$ cat src/rtl/fb_swap_ctrl_pkg.sv
`default_nettype none
// ============================================================================
//  Module      : fb_swap_ctrl_pkg
//  Description : Shared types for the framebuffer double-buffer controller.
//                Holds the screen coordinate struct, the RAM address layout
//                {bank, y, x} and the controller state encoding.
//  Revision    : 1.0 - initial release
// ============================================================================
package fb_swap_ctrl_pkg;

    localparam int FB_ADDR_W = 18;

    // Screen coordinate pair: x spans 0..511, y spans 0..255.
    typedef struct packed {
        logic [8:0] x;
        logic [7:0] y;
    } screenXY;

    // RAM address: nested fields, not a linear pixel index.
    typedef struct packed {
        logic       bank;
        logic [7:0] y;
        logic [8:0] x;
    } fb_addr_t;

    typedef enum logic [1:0] {
        INIT       = 2'd0,
        RENDER     = 2'd1,
        WAIT_VSYNC = 2'd2,
        CLEAR      = 2'd3
    } fb_state_e;

endpackage
`default_nettype wire

$ cat src/rtl/fb_clear_sweep.sv
`default_nettype none
// ============================================================================
//  Module      : fb_clear_sweep
//  Description : Nested x/y(/bank) address counter for framebuffer clears.
//                x is the inner loop, then y, then (optionally) bank.
//  Ports       : clk, rst_n     - clock, async active-low reset
//                start          - zero all counters (priority over advance)
//                advance        - step to the next address
//                two_banks      - 1: sweep bank 0 then 1; 0: single bank
//                base_bank      - bank used when two_banks = 0
//                addr           - current sweep address
//                last           - current address is the final one
//  Revision    : 1.0 - initial release
// ============================================================================
module fb_clear_sweep
    import fb_swap_ctrl_pkg::*;
#(
    parameter int WIDTH  = 320,
    parameter int HEIGHT = 240
) (
    input  logic     clk,
    input  logic     rst_n,
    input  logic     start,
    input  logic     advance,
    input  logic     two_banks,
    input  logic     base_bank,
    output fb_addr_t addr,
    output logic     last
);

    localparam logic [8:0] X_LAST = 9'(WIDTH - 1);
    localparam logic [7:0] Y_LAST = 8'(HEIGHT - 1);

    logic [8:0] cx_q, cx_d;
    logic [7:0] cy_q, cy_d;
    logic       cb_q, cb_d;
    logic       x_end, y_end, b_end;

    always_comb begin
        x_end     = (cx_q == X_LAST);
        y_end     = (cy_q == Y_LAST);
        b_end     = ~two_banks | cb_q;
        last      = x_end & y_end & b_end;

        addr.bank = two_banks ? cb_q : base_bank;
        addr.y    = cy_q;
        addr.x    = cx_q;

        cx_d = cx_q;
        cy_d = cy_q;
        cb_d = cb_q;
        if (start || (advance && last)) begin
            // Wrapping to zero after the final address leaves the counters
            // ready for the next sweep even without an explicit start.
            cx_d = '0;
            cy_d = '0;
            cb_d = 1'b0;
        end else if (advance) begin
            if (x_end) begin
                cx_d = '0;
                if (y_end) begin
                    cy_d = '0;
                    cb_d = ~cb_q;
                end else begin
                    cy_d = cy_q + 8'd1;
                end
            end else begin
                cx_d = cx_q + 9'd1;
            end
        end
    end

    always_ff @(posedge clk or negedge rst_n) begin
        if (!rst_n) begin
            cx_q <= '0;
            cy_q <= '0;
            cb_q <= 1'b0;
        end else begin
            cx_q <= cx_d;
            cy_q <= cy_d;
            cb_q <= cb_d;
        end
    end

endmodule
`default_nettype wire

$ cat src/rtl/fb_swap_ctrl.sv
`default_nettype none
// ============================================================================
//  Module      : fb_swap_ctrl
//  Description : Double-buffer controller for a 3-bit palette framebuffer.
//                Display reads the front bank; the renderer writes the back
//                bank. After render_done the banks swap on the next vsync
//                rising edge, then the new back bank is cleared before
//                renderer writes reopen.
//  Ports       : Clk, Reset_n          - clock, async active-low reset
//                new_frame             - vsync level
//                disp_coords/mem_raddr - display read address (combinational)
//                wr_req/wr_ready       - renderer write handshake
//                wr_coords/wr_color    - renderer write position and colour
//                render_done           - back bank complete (pulse)
//                mem_we/waddr/wdata    - registered RAM write port
//                front_sel             - bank being displayed
//                frame_start           - pulse on entry to RENDER
//                held_frames           - saturating count of unswapped vsyncs
//  Revision    : 1.0 - initial release
// ============================================================================
module fb_swap_ctrl
    import fb_swap_ctrl_pkg::*;
#(
    parameter int         WIDTH       = 320,
    parameter int         HEIGHT      = 240,
    parameter logic [2:0] CLEAR_COLOR = 3'd0
) (
    input  logic                 Clk,
    input  logic                 Reset_n,
    input  logic                 new_frame,
    input  screenXY              disp_coords,
    output logic [FB_ADDR_W-1:0] mem_raddr,
    input  logic                 wr_req,
    output logic                 wr_ready,
    input  screenXY              wr_coords,
    input  logic [2:0]           wr_color,
    input  logic                 render_done,
    output logic                 mem_we,
    output logic [FB_ADDR_W-1:0] mem_waddr,
    output logic [2:0]           mem_wdata,
    output logic                 front_sel,
    output logic                 frame_start,
    output logic [7:0]           held_frames
);

    localparam logic [8:0] X_LAST = 9'(WIDTH - 1);
    localparam logic [7:0] Y_LAST = 8'(HEIGHT - 1);

    fb_state_e  state_q, state_d;
    logic       front_sel_q, front_sel_d;
    logic [7:0] held_q, held_d;
    logic       mem_we_q, mem_we_d;
    fb_addr_t   mem_waddr_q, mem_waddr_d;
    logic [2:0] mem_wdata_q, mem_wdata_d;
    logic       frame_start_q, frame_start_d;
    logic       new_frame_q, new_frame_d;

    logic       vs_edge;
    logic       held_inc;
    logic       sweep_start, sweep_adv, sweep_two;
    fb_addr_t   sweep_addr;
    logic       sweep_last;

    fb_clear_sweep #(
        .WIDTH  (WIDTH),
        .HEIGHT (HEIGHT)
    ) u_sweep (
        .clk       (Clk),
        .rst_n     (Reset_n),
        .start     (sweep_start),
        .advance   (sweep_adv),
        .two_banks (sweep_two),
        .base_bank (~front_sel_q),
        .addr      (sweep_addr),
        .last      (sweep_last)
    );

    always_comb begin
        vs_edge       = new_frame & ~new_frame_q;
        new_frame_d   = new_frame;

        state_d       = state_q;
        front_sel_d   = front_sel_q;
        mem_we_d      = 1'b0;
        mem_waddr_d   = mem_waddr_q;
        mem_wdata_d   = mem_wdata_q;
        frame_start_d = 1'b0;
        wr_ready      = 1'b0;
        held_inc      = 1'b0;
        sweep_start   = 1'b0;
        sweep_adv     = 1'b0;
        sweep_two     = (state_q == INIT);

        case (state_q)
            INIT, CLEAR: begin
                mem_we_d    = 1'b1;
                mem_waddr_d = sweep_addr;
                mem_wdata_d = CLEAR_COLOR;
                sweep_adv   = 1'b1;
                held_inc    = (state_q == CLEAR) & vs_edge;
                if (sweep_last) begin
                    state_d       = RENDER;
                    frame_start_d = 1'b1;
                end
            end
            RENDER: begin
                wr_ready = 1'b1;
                held_inc = vs_edge;
                // Off-screen writes complete the handshake but never reach RAM.
                if (wr_req && (wr_coords.x <= X_LAST) && (wr_coords.y <= Y_LAST)) begin
                    mem_we_d    = 1'b1;
                    mem_waddr_d = {~front_sel_q, wr_coords.y, wr_coords.x};
                    mem_wdata_d = wr_color;
                end
                if (render_done) begin
                    state_d = WAIT_VSYNC;
                end
            end
            WAIT_VSYNC: begin
                if (vs_edge) begin
                    front_sel_d = ~front_sel_q;
                    sweep_start = 1'b1;
                    state_d     = CLEAR;
                end
            end
            default: begin
                state_d = INIT;
            end
        endcase

        held_d = held_q;
        if (held_inc && (held_q != 8'hFF)) begin
            held_d = held_q + 8'd1;
        end
    end

    // The edge register resets high so vsync already active at reset
    // release is not mistaken for a rising edge.
    always_ff @(posedge Clk or negedge Reset_n) begin
        if (!Reset_n) begin
            state_q       <= INIT;
            front_sel_q   <= 1'b0;
            held_q        <= '0;
            mem_we_q      <= 1'b0;
            mem_waddr_q   <= '0;
            mem_wdata_q   <= '0;
            frame_start_q <= 1'b0;
            new_frame_q   <= 1'b1;
        end else begin
            state_q       <= state_d;
            front_sel_q   <= front_sel_d;
            held_q        <= held_d;
            mem_we_q      <= mem_we_d;
            mem_waddr_q   <= mem_waddr_d;
            mem_wdata_q   <= mem_wdata_d;
            frame_start_q <= frame_start_d;
            new_frame_q   <= new_frame_d;
        end
    end

    assign mem_raddr   = {front_sel_q, disp_coords.y, disp_coords.x};
    assign mem_we      = mem_we_q;
    assign mem_waddr   = mem_waddr_q;
    assign mem_wdata   = mem_wdata_q;
    assign front_sel   = front_sel_q;
    assign frame_start = frame_start_q;
    assign held_frames = held_q;

endmodule
`default_nettype wire

$ cat config.mk
export PLATFORM = sky130hd
export DESIGN_NAME = fb_swap_ctrl
export DESIGN_NICKNAME = d
export VERILOG_FILES = /design/src/rtl/fb_swap_ctrl_pkg.sv /design/src/rtl/fb_clear_sweep.sv /design/src/rtl/fb_swap_ctrl.sv
export SDC_FILE = /design/constraint.sdc
export NUM_CORES = 1
export LEC_CHECK = 0
export BUFFER_PORTS_ARGS = -buffer_cell sky130_fd_sc_hd__buf_2
export CORE_MARGIN = 2
export CORE_UTILIZATION = 40
export CTS_BUF_LIST = sky130_fd_sc_hd__clkbuf_16
export DETAILED_ROUTE_END_ITERATION = 7
export MAX_ROUTING_LAYER = met4
export PLACE_DENSITY_LB_ADDON = 0.3
export SLEW_MARGIN = 5
export SYNTH_ARGS = -nofsm -noshare
export SYNTH_HDL_FRONTEND = slang
export SYNTH_HIERARCHICAL = 1
export SYNTH_SLANG_ARGS = --single-unit
$ cat constraint.sdc
create_clock -name Clk -period 2.6 [get_ports Clk]
set_clock_uncertainty 0.05 [all_clocks]
set_input_delay 0.26 -clock Clk [delete_from_list [all_inputs] [get_ports Clk]]
set_output_delay 0.26 -clock Clk [all_outputs]
set_load 0.05 [all_outputs]
==> out/results.md, run 1 <==
• outcome: finished clean
• drt pass-1 iters: 4
• worst path required time: 2.76 ns
• number of different library cells in the post-synthesis netlist: 46
• hold crit path type: input port to flop
• via count: 2069
• Sum Neg Setup Slack: 0 ns
• area added between synthesis and finish: 14.1%
• overall power: 3.84 mW
• number of clock buffers inserted by TritonCTS: 5
• Die H: 89.8 um
• category of the worst setup path launch point: flop
• min Tclk post-route: 2.31 ns
• Final setup viols: 0
• classification of the worst setup path: flop to flop
• Worst IR Drop VDD: 0.000517 V
• Worst Hold Launch: new_frame
• worst-case reg-to-reg path depth: 7
• total count of max-transition violations in the final report: 0
• signal arrival time at the worst endpoint: 2.47 ns
• setup repair after global routing missed its margin: false
• Cells after Synth: 264
• HPWL after detailed placement: 4340 um
• number of placed I/O pins: 93
• worst hold stages: 1
• portion of the post-synthesis area used by sequential elements: 0.450
• EDFF count, synth: 0
• Netlist Area Pre-Place: 2950 um2
• endpoint with the worst hold slack: new_frame_q$_DFF_PN1_
• nature of the critical path endpoint: flop
• Antenna Violating Nets Remaining: 0
• ANT cells: 0
• Synth warnings: 6
• total core area: 7180 um2
• LEAKAGE: 1.60 nW
• sinks on the clock net: 53
• number of rows created at floorplan: 31
• Most used DFF post-synth: sky130_fd_sc_hd__dfrtp_1
• number of global-route vias before repair: 1990
• CTS tree: built
• remaining global-route overflow: 0
• clock-pin slew on the worst setup and hold paths: 0.07 ns
• global-route wire length before repair: 9740 um
• Total Wirelength: 5880 um
• routability congestion estimate from global placement: 0.844
• First DRT Iteration DRCs: 68
• deepest level of the CTS H-tree: 2
• nets in the synthesized netlist: 314
• fraction of final layout cells with drive strength greater than 1: 0.386
• final net count: 360
• critical register-to-register path startpoint: state_q[0]$_DFFE_PN0P_
• synthesized flop and latch total: 53
• routed wire length per instance: 14.3 um
• fin crit share: 0.890
• largest net degree at the start of global routing: 28
• Least-Margin Pin Slew: 0.650 ns
• final routed DRC violation total: 0
• maximum fanout along the worst path: 14
• Total GRT Usage: 0.149
• CTS max path bufs: 2
• reported max-cap violation count: 0
• Avg Cell Area, Syn: 11.2 um2
• total die area: 8070 um2
• f_max: 0.432 GHz
• PD cells: 1140 nW/um2
• capture point of the worst reg-to-reg path: u_sweep/cy_q[1]$_DFFE_PN0P_
• final number of hold-violating endpoints: 0
• async set or reset register ratio after synthesis: 1.00
• number of antenna violations at the first check in global routing: 0
• buffer cell driving the clock tree root: sky130_fd_sc_hd__clkbuf_16
• Avg Vias per Cell: 5.05
• register-to-register path setup slack: 0.29 ns
• Slew Limit Headroom: 0.567
• horizontal die dimension: 89.8 um
• initial core utilization: 0.411
• clock latency of the later-clocked register in the worst-skew pair: 0.29 ns
• number of port buffers: 58
-- flip-flops by register name, indices dropped and copies added, names as in the netlist --
| name | count |
|---|---|
| frame_start | 1 |
| front_sel | 1 |
| held_frames | 8 |
| mem_waddr | 18 |
| mem_wdata | 3 |
| mem_we | 1 |
| new_frame_q | 1 |
| state_q | 2 |
| u_sweep/cb_q | 1 |
| u_sweep/cx_q | 9 |
| u_sweep/cy_q | 8 |
-- worst max-delay path by stage --
stage | start | end | slack (ns) | depth (start not counted)
after floorplan | state_q[1]$_DFFE_PN0P_ | mem_waddr[0]$_DFFE_PN0P_ | 0.42 | 6
after global placement | state_q[0]$_DFFE_PN0P_ | u_sweep/cx_q[8]$_DFFE_PN0P_ | 0.39 | 7
after detailed placement | state_q[0]$_DFFE_PN0P_ | u_sweep/cy_q[1]$_DFFE_PN0P_ | 0.31 | 7
after CTS | state_q[0]$_DFFE_PN0P_ | u_sweep/cy_q[1]$_DFFE_PN0P_ | 0.29 | 7
after global routing | state_q[0]$_DFFE_PN0P_ | u_sweep/cy_q[1]$_DFFE_PN0P_ | 0.15 | 7
final | state_q[0]$_DFFE_PN0P_ | u_sweep/cy_q[1]$_DFFE_PN0P_ | 0.29 | 7
-- worst max-delay path, cell delays in order (launching register included) --
cell and delay, ns:
sky130_fd_sc_hd__dfrtp_1 0.40, sky130_fd_sc_hd__inv_1 0.10, sky130_fd_sc_hd__ha_1 0.41, sky130_fd_sc_hd__inv_1 0.33
sky130_fd_sc_hd__nand3_2 0.14, sky130_fd_sc_hd__buf_4 0.21, sky130_fd_sc_hd__or3b_2 0.44, sky130_fd_sc_hd__a21oi_1 0.17
-- cell usage in the layout, fill, tap and decap left out, types with 2 or more instances in the layout --
cell type                   instances
sky130_fd_sc_hd__a21oi_1           12
sky130_fd_sc_hd__and3_1             4
sky130_fd_sc_hd__and4b_1            2
sky130_fd_sc_hd__buf_2             58
sky130_fd_sc_hd__buf_4              6
sky130_fd_sc_hd__clkbuf_16          5
sky130_fd_sc_hd__dfrtp_1           52
sky130_fd_sc_hd__ha_1               8
sky130_fd_sc_hd__inv_1             12
sky130_fd_sc_hd__mux2_2            30
sky130_fd_sc_hd__mux2_4             9
sky130_fd_sc_hd__mux2i_1            4
sky130_fd_sc_hd__nand2_1           15
sky130_fd_sc_hd__nand2b_1           5
sky130_fd_sc_hd__nand3_1            8
sky130_fd_sc_hd__nand3_2            2
sky130_fd_sc_hd__nand4_1            5
sky130_fd_sc_hd__nor2_1            13
sky130_fd_sc_hd__nor2b_1            4
sky130_fd_sc_hd__o211a_1            2
sky130_fd_sc_hd__o21a_1             4
sky130_fd_sc_hd__o21ai_0           14
sky130_fd_sc_hd__or3_1              2
sky130_fd_sc_hd__or3b_2             2
sky130_fd_sc_hd__or4_1              3
sky130_fd_sc_hd__xnor2_1            4
sky130_fd_sc_hd__xor2_1             7
-- what timing repair did --
action	4_1_cts	5_1_grt
hold buffers	1	0
endpoints found under the hold margin	26	0
resized for setup	0	0
buffers inserted	0	0
-- cells in the mapped netlist (2+ instances only) --
master	count	area share
sky130_fd_sc_hd__or3_1	2	0.0042
sky130_fd_sc_hd__nand3_1	8	0.014
sky130_fd_sc_hd__or3b_2	2	0.0059
sky130_fd_sc_hd__mux2i_1	4	0.014
sky130_fd_sc_hd__and3_1	4	0.0085
sky130_fd_sc_hd__o211a_1	2	0.0068
sky130_fd_sc_hd__mux2_2	30	0.11
sky130_fd_sc_hd__nand2b_1	5	0.011
sky130_fd_sc_hd__dfrtp_1	52	0.44
sky130_fd_sc_hd__or4_1	3	0.0076
sky130_fd_sc_hd__a21oi_1	12	0.020
sky130_fd_sc_hd__xnor2_1	4	0.012
sky130_fd_sc_hd__buf_6	3	0.011
sky130_fd_sc_hd__buf_4	18	0.046
sky130_fd_sc_hd__nand2_1	15	0.019
sky130_fd_sc_hd__ha_1	8	0.034
sky130_fd_sc_hd__nor2_1	13	0.017
sky130_fd_sc_hd__o21a_1	4	0.010
sky130_fd_sc_hd__inv_1	10	0.013
sky130_fd_sc_hd__xor2_1	7	0.021
sky130_fd_sc_hd__o21ai_0	14	0.024
sky130_fd_sc_hd__buf_2	3	0.0051
sky130_fd_sc_hd__and4b_1	2	0.0068
sky130_fd_sc_hd__nor2b_1	4	0.0085
sky130_fd_sc_hd__nand3_2	2	0.0068
sky130_fd_sc_hd__mux2_4	9	0.046
sky130_fd_sc_hd__nand4_1	5	0.011
-- layout make-up --
class	instances	area, um2
Multi-Input combinational cell	174	1370
Clock inverter	3	15.0
Sequential cell	53	1330
Tap cell	99	124
Inverter	10	37.5
Fill cell	678	3810
Clock buffer	5	125
Timing Repair Buffer	66	365
-- cells by family (layout without fill, tap and decap cells) --
logic type | count (synthesis) | in the layout | synth area share
and+or+nand+nor | 73 | 73 | 0.141
DFF | 53 | 53 | 0.450
muxes | 43 | 43 | 0.174
AOI/OAI and AO/OA | 39 | 39 | 0.0832
buffers and inverters | 37 | 84 | 0.0849
xor gates and xnor gates | 11 | 11 | 0.0327
adders and majority gates | 8 | 8 | 0.0340
-- metrics by stage --
step | cell area, um2 | hold slack, ns | util | instances | setup slack, ns
final | 3360 | 0.0411 | 0.469 | 410 | 0.286
after global routing | 3360 | 0.0399 | 0.469 | 410 | 0.147
after global placement | 3210 | 0.285 | 0.448 | 401 | 0.391
after CTS | 3360 | 0.0357 | 0.469 | 410 | 0.289
after detailed placement | 3210 | 0.282 | 0.448 | 401 | 0.311
after floorplan | 2950 | -0.0856 | - | 264 | 0.417
-- where the power goes --
part           leakage [nW]  internal [mW]  total [mW]  switching [mW]
registers             0.662           1.12        1.41           0.287
logic                 0.865          0.676        1.79            1.12
clock network        0.0724          0.350       0.632           0.281
total                  1.60           2.15        3.84            1.68
-- per-layer routing --
layer / wire length, um / track usage
met1: 2890 / 0.213
met2: 2700 / 0.223
met3: 237 / 0.0210
met4: 53 / 0.0449
met5: 0 / -
No activity file was read; power rests on OpenSTA's default activity.
==> run 2, diff against run 1 <==
Settings changed: CORE_MARGIN 2 to not set, CORE_UTILIZATION 40 to 29.
==> run 2 against run 1 <==
  * Register-to-register slack got worse by 0.06 ns
  * Non-clock buffer count did not move
  * Final area rose by 1.6%
  * First-iteration DRC count fell by 8.8%
  * Die area rose by 31%
  * Clock power rose by 0.9%
  * Cell count rose by 8.3%
  * Flip-flop and latch count did not move
  * Wire length rose by 3.4%
  * Worst hold slack improved by 0.0030 ns
  * Worst setup slack got worse by 0.060 ns
  * Largest cell class unchanged
  * Via count fell by 1.4%
==> out/results.md, run 2 (synthesis gave the netlist of run 1 again) <==
• Worst IR Drop VDD: 0.000410 V
• highest-delay cell along the critical path: sky130_fd_sc_hd__or4b_2
• fin crit share: 0.913
• fraction of power consumed by sequential logic: 0.367
• Worst Setup SP: state_q[0]$_DFFE_PN0P_
• ordered cell list for the critical path: inv_1, ha_1, inv_1, nand3_2, or4b_2, a21oi_1
• P_int: 2.16 mW
• number of fill cells in the layout: 1033
• nature of the critical path endpoint: flop
• final standard cell area without fillers: 3420 um2
• switch share: 0.441
• highest cell delay on the worst timing path: 0.64 ns
• CTS tree: built
• number of rows created at floorplan: 36
• Avg Vias per Cell: 4.59
• total count of max-transition violations in the final report: 0
• most frequent cells in the layout: sky130_fd_sc_hd__buf_2 (58), sky130_fd_sc_hd__dfrtp_1 (52), sky130_fd_sc_hd__mux2_2 (30)
• signal arrival time at the worst endpoint: 2.54 ns
• worst-case reg-to-reg path depth: 6
• clock-pin slew on the worst setup and hold paths: 0.07 ns
• deepest level of the CTS H-tree: 2
• largest net degree at the start of global routing: 54
• routed wire length per instance: 13.7 um
• max FFs per register: 18
• cell area after placement: 3270 um2
• min Tclk post-route: 2.37 ns
• remaining global-route overflow: 0
• clock network fraction of design power: 0.165
• Final setup viols: 0
• number of placed I/O pins: 93
• number of global-route vias before repair: 2024
• Slew Limit Headroom: 0.711
• most common library cell in the layout ignoring fill and taps: sky130_fd_sc_hd__buf_2
• f_max: 0.421 GHz
• Sw Pwr: 1.70 mW
• via count: 2039
• Total GRT Usage: 0.129
• worst hold stages: 1
• overall power: 3.86 mW
• Die H: 103 um
• fraction of final layout cells with drive strength greater than 1: 0.386
• ANT cells: 0
• Sum Neg Setup Slack: 0 ns
• Worst Hold Launch: new_frame
• number of clock buffers inserted by TritonCTS: 5
• final number of hold-violating endpoints: 0
• sinks on the clock net: 53
• LEAKAGE: 1.60 nW
• PD cells: 1130 nW/um2
• CTS max path bufs: 2
• hold crit path type: input port to flop
• Crit path top cell by count: sky130_fd_sc_hd__inv_1
• classification of the worst setup path: flop to flop
• worst path required time: 2.76 ns
• number of port buffers: 58
• setup repair after global routing missed its margin: false
• routability congestion estimate from global placement: 0.792
• total die area: 10600 um2
• horizontal die dimension: 103 um
• reported max-cap violation count: 0
• initial core utilization: 0.300
• drt pass-1 iters: 4
• total core area: 9820 um2
• area added between synthesis and finish: 15.9%
• critical register-to-register path startpoint: state_q[0]$_DFFE_PN0P_
• Antenna Violating Nets Remaining: 0
• Gate power share: 0.467
• HPWL after detailed placement: 4390 um
• buffer cell driving the clock tree root: sky130_fd_sc_hd__clkbuf_16
• category of the worst setup path launch point: flop
• global-route wire length before repair: 10100 um
• final routed DRC violation total: 0
• Least-Margin Pin Slew: 0.433 ns
• final net count: 360
• number of antenna violations at the first check in global routing: 0
• Total Wirelength: 6070 um
• clock latency of the later-clocked register in the worst-skew pair: 0.29 ns
• maximum fanout along the worst path: 9
• First DRT Iteration DRCs: 62
• outcome: finished clean
## run 2: layout make-up
type / count / area, um2 / area share
clock buffer: 5 / 125 / 0.0366
clock inverter: 3 / 12.5 / 0.00366
inverter: 10 / 37.5 / 0.0110
multi-input combinational: 174 / 1370 / 0.401
sequential: 53 / 1330 / 0.389
tap: 133 / 166 / 0.0487
timing repair buffer: 66 / 378 / 0.111
## run 2: critical path, delay by kind of cell, from the launching register on
kind                     cells  cell delay [ns]
AO/OA/AOI/OAI                1             0.17
adder cells (fa/ha/maj)      1             0.40
buffers and inverters        2             0.41
flip-flops                   1             0.40
AND/OR/NAND/NOR              2             0.86
## run 2: per-layer routing
layer	global-route usage	vias to the layer above	part of all wire
met2	0.191	48	0.44
li1	-	1003	-
met5	-	-	0
met3	0.0203	6	0.034
met1	0.174	982	0.51
met4	0.0520	0	0.016
## run 2: final timing paths
path	to	slack, ns
setup / recovery	u_sweep/cy_q[4]$_DFFE_PN0P_	0.23
hold reg to reg	mem_waddr[9]$_DFFE_PN0P_	0.45
max in group asynchronous	new_frame_q$_DFF_PN1_	1.77
setup reg to reg	u_sweep/cy_q[4]$_DFFE_PN0P_	0.23
min in group asynchronous	held_frames[1]$_DFFE_PN0P_	0.45
hold / removal	new_frame_q$_DFF_PN1_	0.04
## run 2: what timing repair did
| action | CTS | global route |
|---|---|---|
| gates resized for setup | 0 | 0 |
| hold buffers | 1 | 0 |
| buffers inserted | 0 | 0 |
| endpoints found under the hold margin | 52 | 0 |
| endpoints found under the setup margin | 0 | 0 |
## run 2: power groups by stage
stage / clock network, mW / logic (mW) / registers (mW)
final: 0.638 / 1.80 / 1.42
after global placement: 0 / 1.80 / 1.42
after global routing: 0.691 / 1.94 / 1.48
after floorplan: 0 / 0.932 / 1.97
after CTS: 0.665 / 1.83 / 1.42
after detailed placement: 0 / 1.82 / 1.43
## run 2: stage by stage
step / std cells / hold slack (ns) / utilization / worst slack (ns)
floorplan: 264 / -0.0856 / - / 0.417
global placement: 435 / 0.232 / 0.333 / 0.319
detailed placement: 435 / 0.230 / 0.333 / 0.243
CTS: 444 / 0.0387 / 0.348 / 0.236
global route: 444 / 0.0425 / 0.348 / 0.0749
finish: 444 / 0.0441 / 0.348 / 0.226
